<file path="src/rtl/saturn_pkg.sv">
// Shared Saturn definitions: field codes, sequencer state encoding and
// register class constants used by the alru and its control side.
package saturn_pkg;

  localparam logic [3:0] FLD_P  = 4'h0;
  localparam logic [3:0] FLD_WP = 4'h1;
  localparam logic [3:0] FLD_XS = 4'h2;
  localparam logic [3:0] FLD_X  = 4'h3;
  localparam logic [3:0] FLD_S  = 4'h4;
  localparam logic [3:0] FLD_M  = 4'h5;
  localparam logic [3:0] FLD_B  = 4'h6;
  localparam logic [3:0] FLD_W  = 4'h7;
  localparam logic [3:0] FLD_A  = 4'hF;

  localparam logic [1:0] RC_WORK    = 2'd0;
  localparam logic [1:0] RC_SCRATCH = 2'd1;
  localparam logic [1:0] RC_PTR     = 2'd2;
  localparam logic [1:0] RC_SPECIAL = 2'd3;

  typedef enum logic [1:0] {
    ST_IDLE  = 2'd0,
    ST_LATCH = 2'd1,
    ST_WRITE = 2'd2,
    ST_DONE  = 2'd3
  } seq_state_e;

endpackage

</file>
<file path="src/rtl/saturn_field_mask.sv">
// Maps a Saturn field code and P value to the left/right nibble bounds;
// codes 8..E have no meaning and are flagged illegal.
module saturn_field_mask
  import saturn_pkg::*;
(
  input  logic [3:0] field_i,
  input  logic [3:0] p_i,
  output logic [3:0] left_o,
  output logic [3:0] right_o,
  output logic       illegal_o
);

  always_comb begin
    left_o    = 4'd0;
    right_o   = 4'd0;
    illegal_o = 1'b0;
    case (field_i)
      FLD_P:   begin left_o = p_i;   right_o = p_i;   end
      FLD_WP:  begin left_o = p_i;   right_o = 4'd0;  end
      FLD_XS:  begin left_o = 4'd2;  right_o = 4'd2;  end
      FLD_X:   begin left_o = 4'd2;  right_o = 4'd0;  end
      FLD_S:   begin left_o = 4'd15; right_o = 4'd15; end
      FLD_M:   begin left_o = 4'd14; right_o = 4'd3;  end
      FLD_B:   begin left_o = 4'd1;  right_o = 4'd0;  end
      FLD_W:   begin left_o = 4'd15; right_o = 4'd0;  end
      FLD_A:   begin left_o = 4'd4;  right_o = 4'd0;  end
      default: illegal_o = 1'b1;
    endcase
  end

endmodule

</file>
<file path="src/rtl/saturn_alru_seq.sv">
// Control-side sequencer for saturn_alru: latches operands, then issues the
// writeback strobes (or samples the condition for test-only operations).
module saturn_alru_seq
  import saturn_pkg::*;
#(
  parameter int LATCH_CYCLES = 1
) (
  input  logic       clk_in,
  input  logic       reset_in,
  input  logic       start_in,
  input  logic [3:0] field_in,
  input  logic [3:0] p_in,
  input  logic [3:0] alu_op_in,
  input  logic [1:0] op1_type_reg_in,
  input  logic [2:0] op1_reg_in,
  input  logic [1:0] dst_type_reg_in,
  input  logic [3:0] dst_reg_in,
  input  logic       decimal_in,
  input  logic       forced_carry_in,
  input  logic       wb_dst_in,
  input  logic       wb_op1_in,
  input  logic       condition_true_in,
  output logic       latch_alu_regs_o,
  output logic       write_dst_o,
  output logic       write_op1_o,
  output logic [3:0] left_mask_o,
  output logic [3:0] right_mask_o,
  output logic [3:0] alu_op_o,
  output logic [1:0] op1_type_reg_o,
  output logic [2:0] op1_reg_o,
  output logic [1:0] dst_type_reg_o,
  output logic [3:0] dst_reg_o,
  output logic       decimal_o,
  output logic       forced_carry_o,
  output logic       busy_o,
  output logic       done_o,
  output logic       cond_o,
  output logic       field_err_o
);

  localparam logic [1:0] LAST_CNT = 2'(LATCH_CYCLES - 1);

  logic [3:0] mask_left, mask_right;
  logic       mask_illegal;

  saturn_field_mask u_field_mask (
    .field_i   (field_in),
    .p_i       (p_in),
    .left_o    (mask_left),
    .right_o   (mask_right),
    .illegal_o (mask_illegal)
  );

  seq_state_e state_q;
  logic [1:0] cnt_q, cnt_d;
  logic       wb_dst_q, wb_op1_q;

  assign cnt_d = cnt_q + 2'd1;

  always_ff @(posedge clk_in or posedge reset_in) begin
    if (reset_in) begin
      state_q          <= ST_IDLE;
      cnt_q            <= 2'd0;
      wb_dst_q         <= 1'b0;
      wb_op1_q         <= 1'b0;
      latch_alu_regs_o <= 1'b0;
      write_dst_o      <= 1'b0;
      write_op1_o      <= 1'b0;
      left_mask_o      <= 4'd0;
      right_mask_o     <= 4'd0;
      alu_op_o         <= 4'd0;
      op1_type_reg_o   <= 2'd0;
      op1_reg_o        <= 3'd0;
      dst_type_reg_o   <= 2'd0;
      dst_reg_o        <= 4'd0;
      decimal_o        <= 1'b0;
      forced_carry_o   <= 1'b0;
      busy_o           <= 1'b0;
      done_o           <= 1'b0;
      cond_o           <= 1'b0;
      field_err_o      <= 1'b0;
    end else begin
      field_err_o <= 1'b0;
      done_o      <= 1'b0;
      case (state_q)
        ST_IDLE: begin
          // An illegal field is rejected without touching the captured operands.
          if (start_in && mask_illegal) begin
            field_err_o <= 1'b1;
          end else if (start_in) begin
            left_mask_o      <= mask_left;
            right_mask_o     <= mask_right;
            alu_op_o         <= alu_op_in;
            op1_type_reg_o   <= op1_type_reg_in;
            op1_reg_o        <= op1_reg_in;
            dst_type_reg_o   <= dst_type_reg_in;
            dst_reg_o        <= dst_reg_in;
            decimal_o        <= decimal_in;
            forced_carry_o   <= forced_carry_in;
            wb_dst_q         <= wb_dst_in;
            wb_op1_q         <= wb_op1_in;
            cnt_q            <= 2'd0;
            busy_o           <= 1'b1;
            latch_alu_regs_o <= 1'b1;
            state_q          <= ST_LATCH;
          end
        end
        ST_LATCH: begin
          if (cnt_q == LAST_CNT) begin
            latch_alu_regs_o <= 1'b0;
            write_dst_o      <= wb_dst_q;
            write_op1_o      <= wb_op1_q;
            cnt_q            <= 2'd0;
            state_q          <= ST_WRITE;
          end else begin
            cnt_q <= cnt_d;
          end
        end
        ST_WRITE: begin
          write_dst_o <= 1'b0;
          write_op1_o <= 1'b0;
          // Only test-only ops update the condition; it is held otherwise.
          if (!wb_dst_q && !wb_op1_q) cond_o <= condition_true_in;
          done_o  <= 1'b1;
          busy_o  <= 1'b0;
          state_q <= ST_DONE;
        end
        ST_DONE: state_q <= ST_IDLE;
        default: state_q <= ST_IDLE;
      endcase
    end
  end

endmodule

</file>
<file path="config.mk">
export PLATFORM = sky130hd
export DESIGN_NAME = saturn_alru_seq
export DESIGN_NICKNAME = d
export VERILOG_FILES = /design/src/rtl/saturn_pkg.sv /design/src/rtl/saturn_field_mask.sv /design/src/rtl/saturn_alru_seq.sv
export SDC_FILE = /design/constraint.sdc
export NUM_CORES = 1
export LEC_CHECK = 0
export CORE_AREA = 2 2 65 67
export CTS_BUF_LIST = sky130_fd_sc_hd__clkbuf_16
export CTS_CLUSTER_DIAMETER = 200
export DETAILED_ROUTE_END_ITERATION = 6
export DIE_AREA = 0 0 67 69
export GPL_ROUTABILITY_DRIVEN = 0
export HOLD_SLACK_MARGIN = 0.06
export PLACE_DENSITY = 0.78
export SLEW_MARGIN = 20
export SYNTH_ARGS = -nofsm -noshare
export SYNTH_HDL_FRONTEND = slang
export SYNTH_SLANG_ARGS = --single-unit
</file>
<file path="constraint.sdc">
create_clock -name clk_in -period 2.1 [get_ports clk_in]
set_input_delay 0.21 -clock clk_in [delete_from_list [all_inputs] [get_ports clk_in]]
set_output_delay 0.21 -clock clk_in [all_outputs]
set_load 0.1 [all_outputs]
</file>
==> reports/results.ini <==
[worst_setup_path]
crit_type=register to register
slowest_stage=dfrtp_1
rr_worst_depth=7
max_stage_delay_ps=390
r2r-start=state_q[0]
cp.arrival_ps=1860
start_kind=register
critPathCaptureType=register
cp_common_cell=nand2_1
required_ps=2260
path_delay_family=flip-flops
ff2ff_setup_slack_ps=400
crit_path_max_fanout=13
r2r_end=dst_reg_o[2]
path_cells=inv_1 -> ha_1 -> nand2_1 -> a21o_1 -> buf_4 -> nand2_1 -> nand2_1
path_buf_inv=2

[sta]
timing.fmax_mhz=589
grt_setup_unrepaired=no
fin_crit_ps=1700
post-route-period-util=0.808
drv_slew=0
hold_viol_final=0
slew_headroom=0.687
fin_setup_tns_ps=0
worst_pin_slew_ps=469
setup_violations=0
finClkSkew_ps=2.68

[layout]
final_cell_mix=nand2_1, buf_4, dfrtp_1
final-seq-area_um2=951
nets=283
drive_gt1_frac=0.218
fillers=343
antennaDiodeCount=0
final_common_cell=nand2_1
multiInputGateArea_um2=663
areaGrowthSynthToFinish_pct=44.7
instances_no_fill=298

[routing]
drt-vias-per-instance=4.85
vias=1444
ant_nets=0
drc=0
wl_um=3660
wl_per_cell_um=12.3
firstDrtPassIters=4
drt_iter0_markers=116

[placed_design]
portBuffers=62
dp_cells=290
dp_hpwl_um=2670

[grt]
use_met2=0.278
grtUsageTotal=0.171
grt_remaining_overflow=0
grt_max_degree=39
met3_usage=0.0408
grt_busiest_layer=met2
met1_usage=0.226
grt_pass1_vias=1417
antenna_found_initial=0
grt_pass1_wl_um=6200

[die]
start_util=0.432
die_x_um=67
core_um2=3910
die_h_um=69
ioPinCount=63
dieArea_um2=4620
num_rows=23

[synthesis]
ys_types=28
yosys_register_bits=38
avgSynthCellArea_um2=9.44
netlist_instances=179
synth_seq_area_share=0.563
netlist_area_um2=1690
yosys_warnings=0
synth_nets=215

[clock_tree]
path_clk_slew_ps=60
ctsHoldBuffers=0
cts.sinks=38
h-tree-depth=2
clk_latency_ps=270
root_buffer=clkbuf_16
cts.repair.resized=0
post_cts.repair.setup_buffers=0
tritoncts=yes
cts_made_buffers=5
cts_max_path_buffers=2

[run_status]
status=completed

[hold_path]
hp-class=input port to async pin

[flow_run]
cap_violations=0

-- layout make-up --
type                       instances  share of cell area
inverter                           9              0.0138
clock inverter                     3             0.00665
multi-input combinational        124               0.271
tap                               50              0.0256
timing repair buffer              69               0.243
sequential                        38               0.389
clock buffer                       5              0.0512
-- cell families (layout without fill, tap and decap cells) --
family                     count (synthesis)  in the layout  share of synthesized area
AOI/OAI and AO/OA                         28             28                      0.126
buffers and inverters                     17             86                     0.0467
adders and majority gates                  5              5                     0.0370
DFF                                       38             38                      0.563
and+or+nand+nor                           88             88                      0.208
muxes                                      3              3                     0.0193
-- metal layers --
layer | vias up | share of wire
met5 | - | 0
met4 | 0 | 0.0011
met3 | 2 | 0.073
met2 | 50 | 0.47
met1 | 671 | 0.45
li1 | 721 | -
-- registers in the layout (all words and copies together) (netlist names), 2 cells and up --
signal          count
left_mask_o         4
cnt_q               2
right_mask_o        4
dst_type_reg_o      2
state_q             2
dst_reg_o           4
alu_op_o            4
op1_type_reg_o      2
op1_reg_o           3
-- cells in the mapped netlist, drive strengths merged --
cell type	n	share of area
o41ai	1	0.0052
clkbuf	1	0.0022
a21boi	1	0.0067
dfrtp	38	0.56
mux2i	1	0.0059
nor2	12	0.027
a221oi	1	0.0052
nor4	1	0.0037
a22o	4	0.021
nand2	70	0.16
nor3	1	0.0030
nand2b	1	0.0037
o21ai	5	0.015
a2bb2oi	1	0.0052
nand3	2	0.012
buf	7	0.024
o31ai	3	0.019
mux2	2	0.013
a21oi	6	0.018
a21o	2	0.0089
a311o	1	0.0059
a32o	2	0.012
a22oi	1	0.0044
inv	9	0.020
ha	5	0.037
nand4	1	0.0037
-- worst max path at each step --
stage                            from              end  slack [ps]  cells after the start
after floorplan           write_op1_o      write_op1_o         670                      2
after global placement    field_in[0]       state_q[1]         310                      5
after detailed placement  field_in[0]       state_q[1]         270                      5
after CTS                  state_q[0]  right_mask_o[0]         370                      5
after global routing       state_q[0]  right_mask_o[0]         250                      5
final                      state_q[0]     dst_reg_o[2]         400                      7
-- worst register-to-register path: cells and delay by family (launching register included) --
| family | cells | cell delay, ps |
|---|---|---|
| flops | 1 | 390 |
| buf+inv | 2 | 360 |
| compound gates | 1 | 320 |
| simple gates | 3 | 270 |
| fa+ha+maj | 1 | 240 |
-- metrics by stage --
step / hold WS, ps / setup slack, ps / util / area [um^2]
6_report: 347 / 403 / 0.625 / 2440
3_5_place_dp: 465 / 267 / 0.589 / 2300
2_1_floorplan: 315 / 672 / - / 1690
5_1_grt: 450 / 253 / 0.625 / 2440
3_3_place_gp: 457 / 309 / 0.589 / 2300
4_1_cts: 368 / 368 / 0.625 / 2440
Power is not shown: default switching activity piles up to over one toggle a cycle in this logic, so the estimate is an artifact.
